[src/rtl/frame_burst_writer.sv]
// Collects point words from the rendering engine into DDR write bursts and
// issues one MCB port-0 write command per burst, wrapping the address at frame end.
module frame_burst_writer #(
  parameter int          BURST_LEN   = 32,
  parameter int          FRAME_WORDS = 307200,
  parameter logic [29:0] BASE_ADDR   = 30'h0
) (
  input  logic        clk,
  input  logic        reset_n,
  input  logic [31:0] data,
  input  logic        ready,
  input  logic        frame_ready,
  output logic        send_data,
  input  logic        mem_calib_done,
  input  logic        p0_wr_full,
  input  logic        p0_cmd_full,
  output logic        p0_wr_en,
  output logic [31:0] p0_wr_data,
  output logic        p0_cmd_en,
  output logic [2:0]  p0_cmd_instr,
  output logic [5:0]  p0_cmd_bl,
  output logic [29:0] p0_cmd_byte_addr,
  output logic        frame_done
);

  localparam logic [6:0]  BURST_CNT  = 7'(BURST_LEN);
  localparam logic [18:0] FRAME_LAST = 19'(FRAME_WORDS - 1);

  typedef enum logic [1:0] {INIT, FILL, CMD} state_t;

  state_t      state_reg, state_next;
  logic [6:0]  word_cnt_reg;
  logic [18:0] frame_idx_reg;
  logic [29:0] addr_reg;
  logic        frame_end_reg;
  logic        empty_done_reg;
  logic        wr_en_reg;
  logic [31:0] wr_data_reg;

  logic accept;
  logic frame_end_in;
  logic empty_end;
  logic cmd_issue;
  logic final_cmd;

  // Once the frame has ended, stop accepting until its last burst is commanded.
  always_comb begin
    state_next = state_reg;
    send_data  = 1'b0;
    case (state_reg)
      INIT: begin
        if (mem_calib_done) state_next = FILL;
      end
      FILL: begin
        send_data = (word_cnt_reg < BURST_CNT) && !p0_wr_full && !frame_end_reg;
        if ((word_cnt_reg == BURST_CNT) || (frame_end_reg && (word_cnt_reg != 7'd0)))
          state_next = CMD;
      end
      CMD: begin
        if (!p0_cmd_full) state_next = FILL;
      end
      default: state_next = INIT;
    endcase
  end

  assign accept       = send_data & ready;
  assign frame_end_in = (state_reg == FILL) &&
                        (frame_ready || (accept && (frame_idx_reg == FRAME_LAST)));
  // Frame ended with nothing buffered: no command, just the done pulse next cycle.
  assign empty_end    = frame_end_in && !accept && (word_cnt_reg == 7'd0) && !frame_end_reg;
  assign cmd_issue    = (state_reg == CMD) && !p0_cmd_full;
  assign final_cmd    = frame_end_reg || frame_ready;

  assign p0_wr_en         = wr_en_reg;
  assign p0_wr_data       = wr_data_reg;
  assign p0_cmd_en        = cmd_issue;
  assign p0_cmd_instr     = 3'b000;
  assign p0_cmd_bl        = (state_reg == CMD) ? 6'(word_cnt_reg - 7'd1) : 6'd0;
  assign p0_cmd_byte_addr = addr_reg;
  assign frame_done       = (cmd_issue && final_cmd) || empty_done_reg;

  always_ff @(posedge clk or negedge reset_n) begin
    if (!reset_n) begin
      state_reg      <= INIT;
      word_cnt_reg   <= 7'd0;
      frame_idx_reg  <= 19'd0;
      addr_reg       <= BASE_ADDR;
      frame_end_reg  <= 1'b0;
      empty_done_reg <= 1'b0;
      wr_en_reg      <= 1'b0;
      wr_data_reg    <= 32'd0;
    end else begin
      state_reg      <= state_next;
      wr_en_reg      <= accept;
      empty_done_reg <= empty_end;
      if (accept) begin
        wr_data_reg   <= data;
        word_cnt_reg  <= word_cnt_reg + 7'd1;
        frame_idx_reg <= frame_idx_reg + 19'd1;
      end
      if (frame_end_in && !empty_end) frame_end_reg <= 1'b1;
      // A frame_ready arriving while the command is stalled must not be lost.
      if ((state_reg == CMD) && frame_ready) frame_end_reg <= 1'b1;
      if (empty_end) begin
        addr_reg      <= BASE_ADDR;
        frame_idx_reg <= 19'd0;
      end
      if (cmd_issue) begin
        word_cnt_reg <= 7'd0;
        if (final_cmd) begin
          addr_reg      <= BASE_ADDR;
          frame_idx_reg <= 19'd0;
          frame_end_reg <= 1'b0;
        end else begin
          addr_reg <= addr_reg + {21'd0, word_cnt_reg, 2'b00};
        end
      end
    end
  end

endmodule

[config.mk]
export PLATFORM = sky130hd
export DESIGN_NAME = frame_burst_writer
export DESIGN_NICKNAME = d
export VERILOG_FILES = /design/src/rtl/frame_burst_writer.sv
export SDC_FILE = /design/constraint.sdc
export NUM_CORES = 1
export LEC_CHECK = 0
export BUFFER_PORTS_ARGS = -buffer_cell sky130_fd_sc_hd__buf_2
export CAP_MARGIN = 20
export CORE_MARGIN = 10
export CORE_UTILIZATION = 45
export DETAILED_ROUTE_END_ITERATION = 8
export PLACE_DENSITY_LB_ADDON = 0.15
export SLEW_MARGIN = 20
export SYNTH_ARGS = -nofsm -noshare
export SYNTH_HDL_FRONTEND = slang
export SYNTH_SLANG_ARGS = --single-unit
export TNS_END_PERCENT = 100
[constraint.sdc]
create_clock -name clk -period 6.6 [get_ports clk]
set_input_delay 1.32 -clock clk [delete_from_list [all_inputs] [get_ports clk]]
set_output_delay 1.32 -clock clk [all_outputs]
set_load 0.05 [all_outputs]
==> flow_summary.html <==
<table>
<tr><th>Metric</th><th>Value</th></tr>
<tr><th colspan="2">Clock tree</th></tr>
<tr><td>Post-CTS clock slew at the launch and capture registers of the worst setup and hold paths</td><td>100 ps</td></tr>
<tr><td>Clock latency on the worst-skew pair</td><td>360 ps</td></tr>
<tr><td>CTS Root Cell</td><td>sky130_fd_sc_hd__clkbuf_8</td></tr>
<tr><td>Post-CTS sizing</td><td>0</td></tr>
<tr><td>Max clock buf depth</td><td>2</td></tr>
<tr><td>H-tree lvl count</td><td>3</td></tr>
<tr><td>Sink Count</td><td>91</td></tr>
<tr><td>Number of buffers added by the clock tree synthesis step</td><td>9</td></tr>
<tr><td>Number of setup buffers added after CTS</td><td>0</td></tr>
<tr><td>Post-CTS Hold Buffers</td><td>0</td></tr>
<tr><td>Clock tree from TritonCTS</td><td>done</td></tr>
<tr><th colspan="2">STA</th></tr>
<tr><td>Unrepaired setup endpoints after global routing</td><td>no</td></tr>
<tr><td>Worst relative slew slack</td><td>32.2%</td></tr>
<tr><td>Transition time at the pin with the least slew margin</td><td>1020 ps</td></tr>
<tr><td>Max Freq</td><td>289 MHz</td></tr>
<tr><td>Shortest clock period the worst path allows after layout</td><td>3460 ps</td></tr>
<tr><td>Max-slew violation total from the final report</td><td>0</td></tr>
<tr><td>Hold violation total from the final report</td><td>0</td></tr>
<tr><td>Setup TNS</td><td>0 ps</td></tr>
<tr><td>Tcrit/Tclk final</td><td>52.4%</td></tr>
<tr><td>Post-route clock skew</td><td>17.4 ps</td></tr>
<tr><td>Setup-violating endpoint count in the final report</td><td>0</td></tr>
<tr><td>Worst Setup Slack, final</td><td>3140 ps</td></tr>
<tr><td>Smallest hold slack</td><td>479 ps</td></tr>
<tr><th colspan="2">GRT</th></tr>
<tr><td>First-pass GRT wire length</td><td>19800 µm</td></tr>
<tr><td>Overall global routing resource usage</td><td>16.1%</td></tr>
<tr><td>Maximum number of pins on one net before global-route repair</td><td>81</td></tr>
<tr><td>Antenna violations before repair</td><td>0</td></tr>
<tr><td>Overall overflow remaining after global route</td><td>0</td></tr>
<tr><td>Vias in the first global route</td><td>4060</td></tr>
<tr><th colspan="2">Route</th></tr>
<tr><td>DRC viols</td><td>0</td></tr>
<tr><td>Per-cell via count in the routed design</td><td>5.23</td></tr>
<tr><td>Initial detailed-routing violation count</td><td>215</td></tr>
<tr><td>Drt pass-1 iters</td><td>4</td></tr>
<tr><td>Total via count after detailed routing</td><td>3919</td></tr>
<tr><td>Average wire per standard cell</td><td>15.4 µm</td></tr>
<tr><td>Antenna-violating nets left</td><td>0</td></tr>
<tr><td>Final wirelength</td><td>11600 µm</td></tr>
<tr><th colspan="2">Synthesis</th></tr>
<tr><td>Most numerous cell types in the synthesized netlist</td><td>sky130_fd_sc_hd__nand2_1 (134), sky130_fd_sc_hd__dfrtp_1 (91), sky130_fd_sc_hd__nor2_1 (41), sky130_fd_sc_hd__xnor2_1 (18), sky130_fd_sc_hd__clkbuf_1 (16)</td></tr>
<tr><td>Post-synthesis instance area</td><td>4670 µm²</td></tr>
<tr><td>Yosys Warn Count</td><td>0</td></tr>
<tr><td>Cells after synthesis</td><td>508</td></tr>
<tr><td>Count of flip-flops with a built-in enable after synthesis</td><td>0</td></tr>
<tr><td>Share of synthesized registers carrying an async set or reset</td><td>100%</td></tr>
<tr><td>Proportion of netlist area held by the largest area contributor</td><td>48.8%</td></tr>
<tr><td>FF+latch count, synth</td><td>91</td></tr>
<tr><td>Post-synthesis sequential area ratio</td><td>48.8%</td></tr>
<tr><td>Post-synthesis cell type with the largest combined area</td><td>sky130_fd_sc_hd__dfrtp_1</td></tr>
<tr><td>Top FF cell, synth</td><td>sky130_fd_sc_hd__dfrtp_1</td></tr>
<tr><td>Yosys cell types</td><td>59</td></tr>
<tr><td>Top cells by area, synth</td><td>sky130_fd_sc_hd__dfrtp_1 (49%), sky130_fd_sc_hd__nand2_1 (11%), sky130_fd_sc_hd__xnor2_1 (3.4%)</td></tr>
<tr><td>Most frequently used cell type in the post-synthesis netlist</td><td>sky130_fd_sc_hd__nand2_1</td></tr>
<tr><td>Mean instance size in the synthesized netlist</td><td>9.19 µm²</td></tr>
<tr><th colspan="2">Worst setup path</th></tr>
<tr><td>Category of the worst setup path capture point</td><td>output pin</td></tr>
<tr><td>Startpoint-to-endpoint class of the critical path</td><td>primary input to output pin</td></tr>
<tr><td>Largest driver fanout on the critical path</td><td>15</td></tr>
<tr><td>Crit path DAT</td><td>2140 ps</td></tr>
<tr><td>Category of the worst setup path launch point</td><td>primary input</td></tr>
<tr><td>Worst Path Required</td><td>5280 ps</td></tr>
<tr><th colspan="2">Floorplan</th></tr>
<tr><td>Starting utilization of the core area</td><td>45.6%</td></tr>
<tr><td>Chip Height</td><td>122 µm</td></tr>
<tr><td>Number of primary I/O pins</td><td>114</td></tr>
<tr><td>Die span in x</td><td>122 µm</td></tr>
<tr><td>Rows</td><td>37</td></tr>
<tr><td>Core region area</td><td>10200 µm²</td></tr>
<tr><td>Area of the die</td><td>14800 µm²</td></tr>
<tr><th colspan="2">Cells and area</th></tr>
<tr><td>Layout Cells excl Fill</td><td>749</td></tr>
<tr><td>Max reg flops</td><td>32</td></tr>
<tr><td>Layout net count</td><td>659</td></tr>
<tr><td>Final core utilization</td><td>53.9%</td></tr>
<tr><td>Growth of design area from synthesis to finish</td><td>18.2%</td></tr>
<tr><td>Fraction of final layout cells with drive strength greater than 1</td><td>23.2%</td></tr>
<tr><td>Antenna cell count</td><td>0</td></tr>
<tr><td>FILL cells</td><td>980</td></tr>
<tr><th colspan="2">Power</th></tr>
<tr><td>Largest voltage drop on the vdd net</td><td>0.000227 V</td></tr>
<tr><td>Standby leakage power</td><td>2.94 nW</td></tr>
<tr><td>Power density of the placed cells</td><td>346 nW/µm²</td></tr>
<tr><th colspan="2">Outcome</th></tr>
<tr><td>Run status</td><td>complete, no violations</td></tr>
<tr><th colspan="2">Placement</th></tr>
<tr><td>Detail Placement HPWL</td><td>8350 µm</td></tr>
<tr><td>Cells after DPL</td><td>733</td></tr>
<tr><td>Final weighted congestion in routability-driven placement</td><td>0.821</td></tr>
<tr><td>DP Worst Slack</td><td>2830 ps</td></tr>
<tr><td>Count of input and output buffers</td><td>108</td></tr>
<tr><th colspan="2">Min path</th></tr>
<tr><td>Worst Hold Class</td><td>flip-flop to flip-flop</td></tr>
<tr><th colspan="2">Job</th></tr>
<tr><td>Count of maximum capacitance violations</td><td>0</td></tr>
</table>
final timing paths:
kind                            startpoint  cells past startpoint                   to  slack (ps)
max                            p0_cmd_full                      4            p0_cmd_en        3140
min                         p0_wr_data[22]                      2       p0_wr_data[22]         480
max reg2reg                word_cnt_reg[5]                      7     frame_idx_reg[2]        3710
min reg2reg                 p0_wr_data[22]                      2       p0_wr_data[22]         480
max in group asynchronous          reset_n                      2       p0_wr_data[23]        4570
min in group asynchronous          reset_n                      1  p0_cmd_byte_addr[5]         780
stage by stage:
step	instance area (µm²)	power, W
after global routing	5520	0.00203
after detailed placement	5310	0.00153
after floorplan	4680	0.00133
after CTS	5520	0.00193
after global placement	5300	0.00152
final	5520	0.00191
power by group:
| group | total (W) | internal, W | switching [W] |
|---|---|---|---|
| registers | 0.000748 | 0.000669 | 0.0000788 |
| clock network | 0.000398 | 0.000181 | 0.000217 |
| logic | 0.000764 | 0.000182 | 0.000582 |
cell families (layout without fill, tap and decap cells):
logic type | count (synthesis) | after routing | share of synthesized area (%)
simple gates | 263 | 263 | 26.4
flops | 91 | 91 | 48.8
compound gates | 65 | 65 | 10.3
buf+inv | 37 | 138 | 3.40
xor+xnor | 29 | 29 | 5.44
fa+ha+maj | 12 | 12 | 3.38
mux | 10 | 10 | 2.17
other cells | 1 | 5 | 0.0804
cell usage in the layout (no fill, tap or decap), types with 4 or more instances in the layout:
| master | instances |
|---|---|
| sky130_fd_sc_hd__a21oi_1 | 11 |
| sky130_fd_sc_hd__a22o_1 | 8 |
| sky130_fd_sc_hd__xnor2_1 | 18 |
| sky130_fd_sc_hd__and4_1 | 5 |
| sky130_fd_sc_hd__ha_1 | 11 |
| sky130_fd_sc_hd__nor2_1 | 41 |
| sky130_fd_sc_hd__and3_1 | 8 |
| sky130_fd_sc_hd__clkbuf_8 | 9 |
| sky130_fd_sc_hd__dfrtp_1 | 91 |
| sky130_fd_sc_hd__mux2i_1 | 9 |
| sky130_fd_sc_hd__buf_2 | 107 |
| sky130_fd_sc_hd__inv_1 | 10 |
| sky130_fd_sc_hd__conb_1 | 5 |
| sky130_fd_sc_hd__inv_6 | 4 |
| sky130_fd_sc_hd__buf_4 | 4 |
| sky130_fd_sc_hd__nor4_1 | 6 |
| sky130_fd_sc_hd__nor3_1 | 13 |
| sky130_fd_sc_hd__a41oi_1 | 5 |
| sky130_fd_sc_hd__a31oi_1 | 7 |
| sky130_fd_sc_hd__xor2_1 | 11 |
| sky130_fd_sc_hd__nand4_1 | 12 |
| sky130_fd_sc_hd__nand3_1 | 9 |
| sky130_fd_sc_hd__nand2_1 | 134 |
| sky130_fd_sc_hd__o21ai_0 | 5 |
| sky130_fd_sc_hd__nand2b_1 | 12 |
layout make-up:
cell class | instances | area [µm²] | area share (%)
well taps | 136 | 170 | 3.09
multi-input cells | 384 | 2250 | 40.7
inverters | 10 | 37.5 | 0.681
flip-flops and latches | 91 | 2280 | 41.3
clock buffers | 9 | 124 | 2.25
repair buffers | 112 | 581 | 10.5
clock inverters | 7 | 80.1 | 1.45
routing by layer:
layer,GRT usage [%],routed length (µm)
met5,0,0
met4,3.43,80
met3,7.72,1280
met2,23.9,4990
met1,20.8,5200
worst max-delay path, stage by stage:
cell                      delay (ps)
sky130_fd_sc_hd__buf_2           110
sky130_fd_sc_hd__nor3b_1         180
sky130_fd_sc_hd__buf_4           230
sky130_fd_sc_hd__buf_2           290
(Power assumes the default switching activity.)
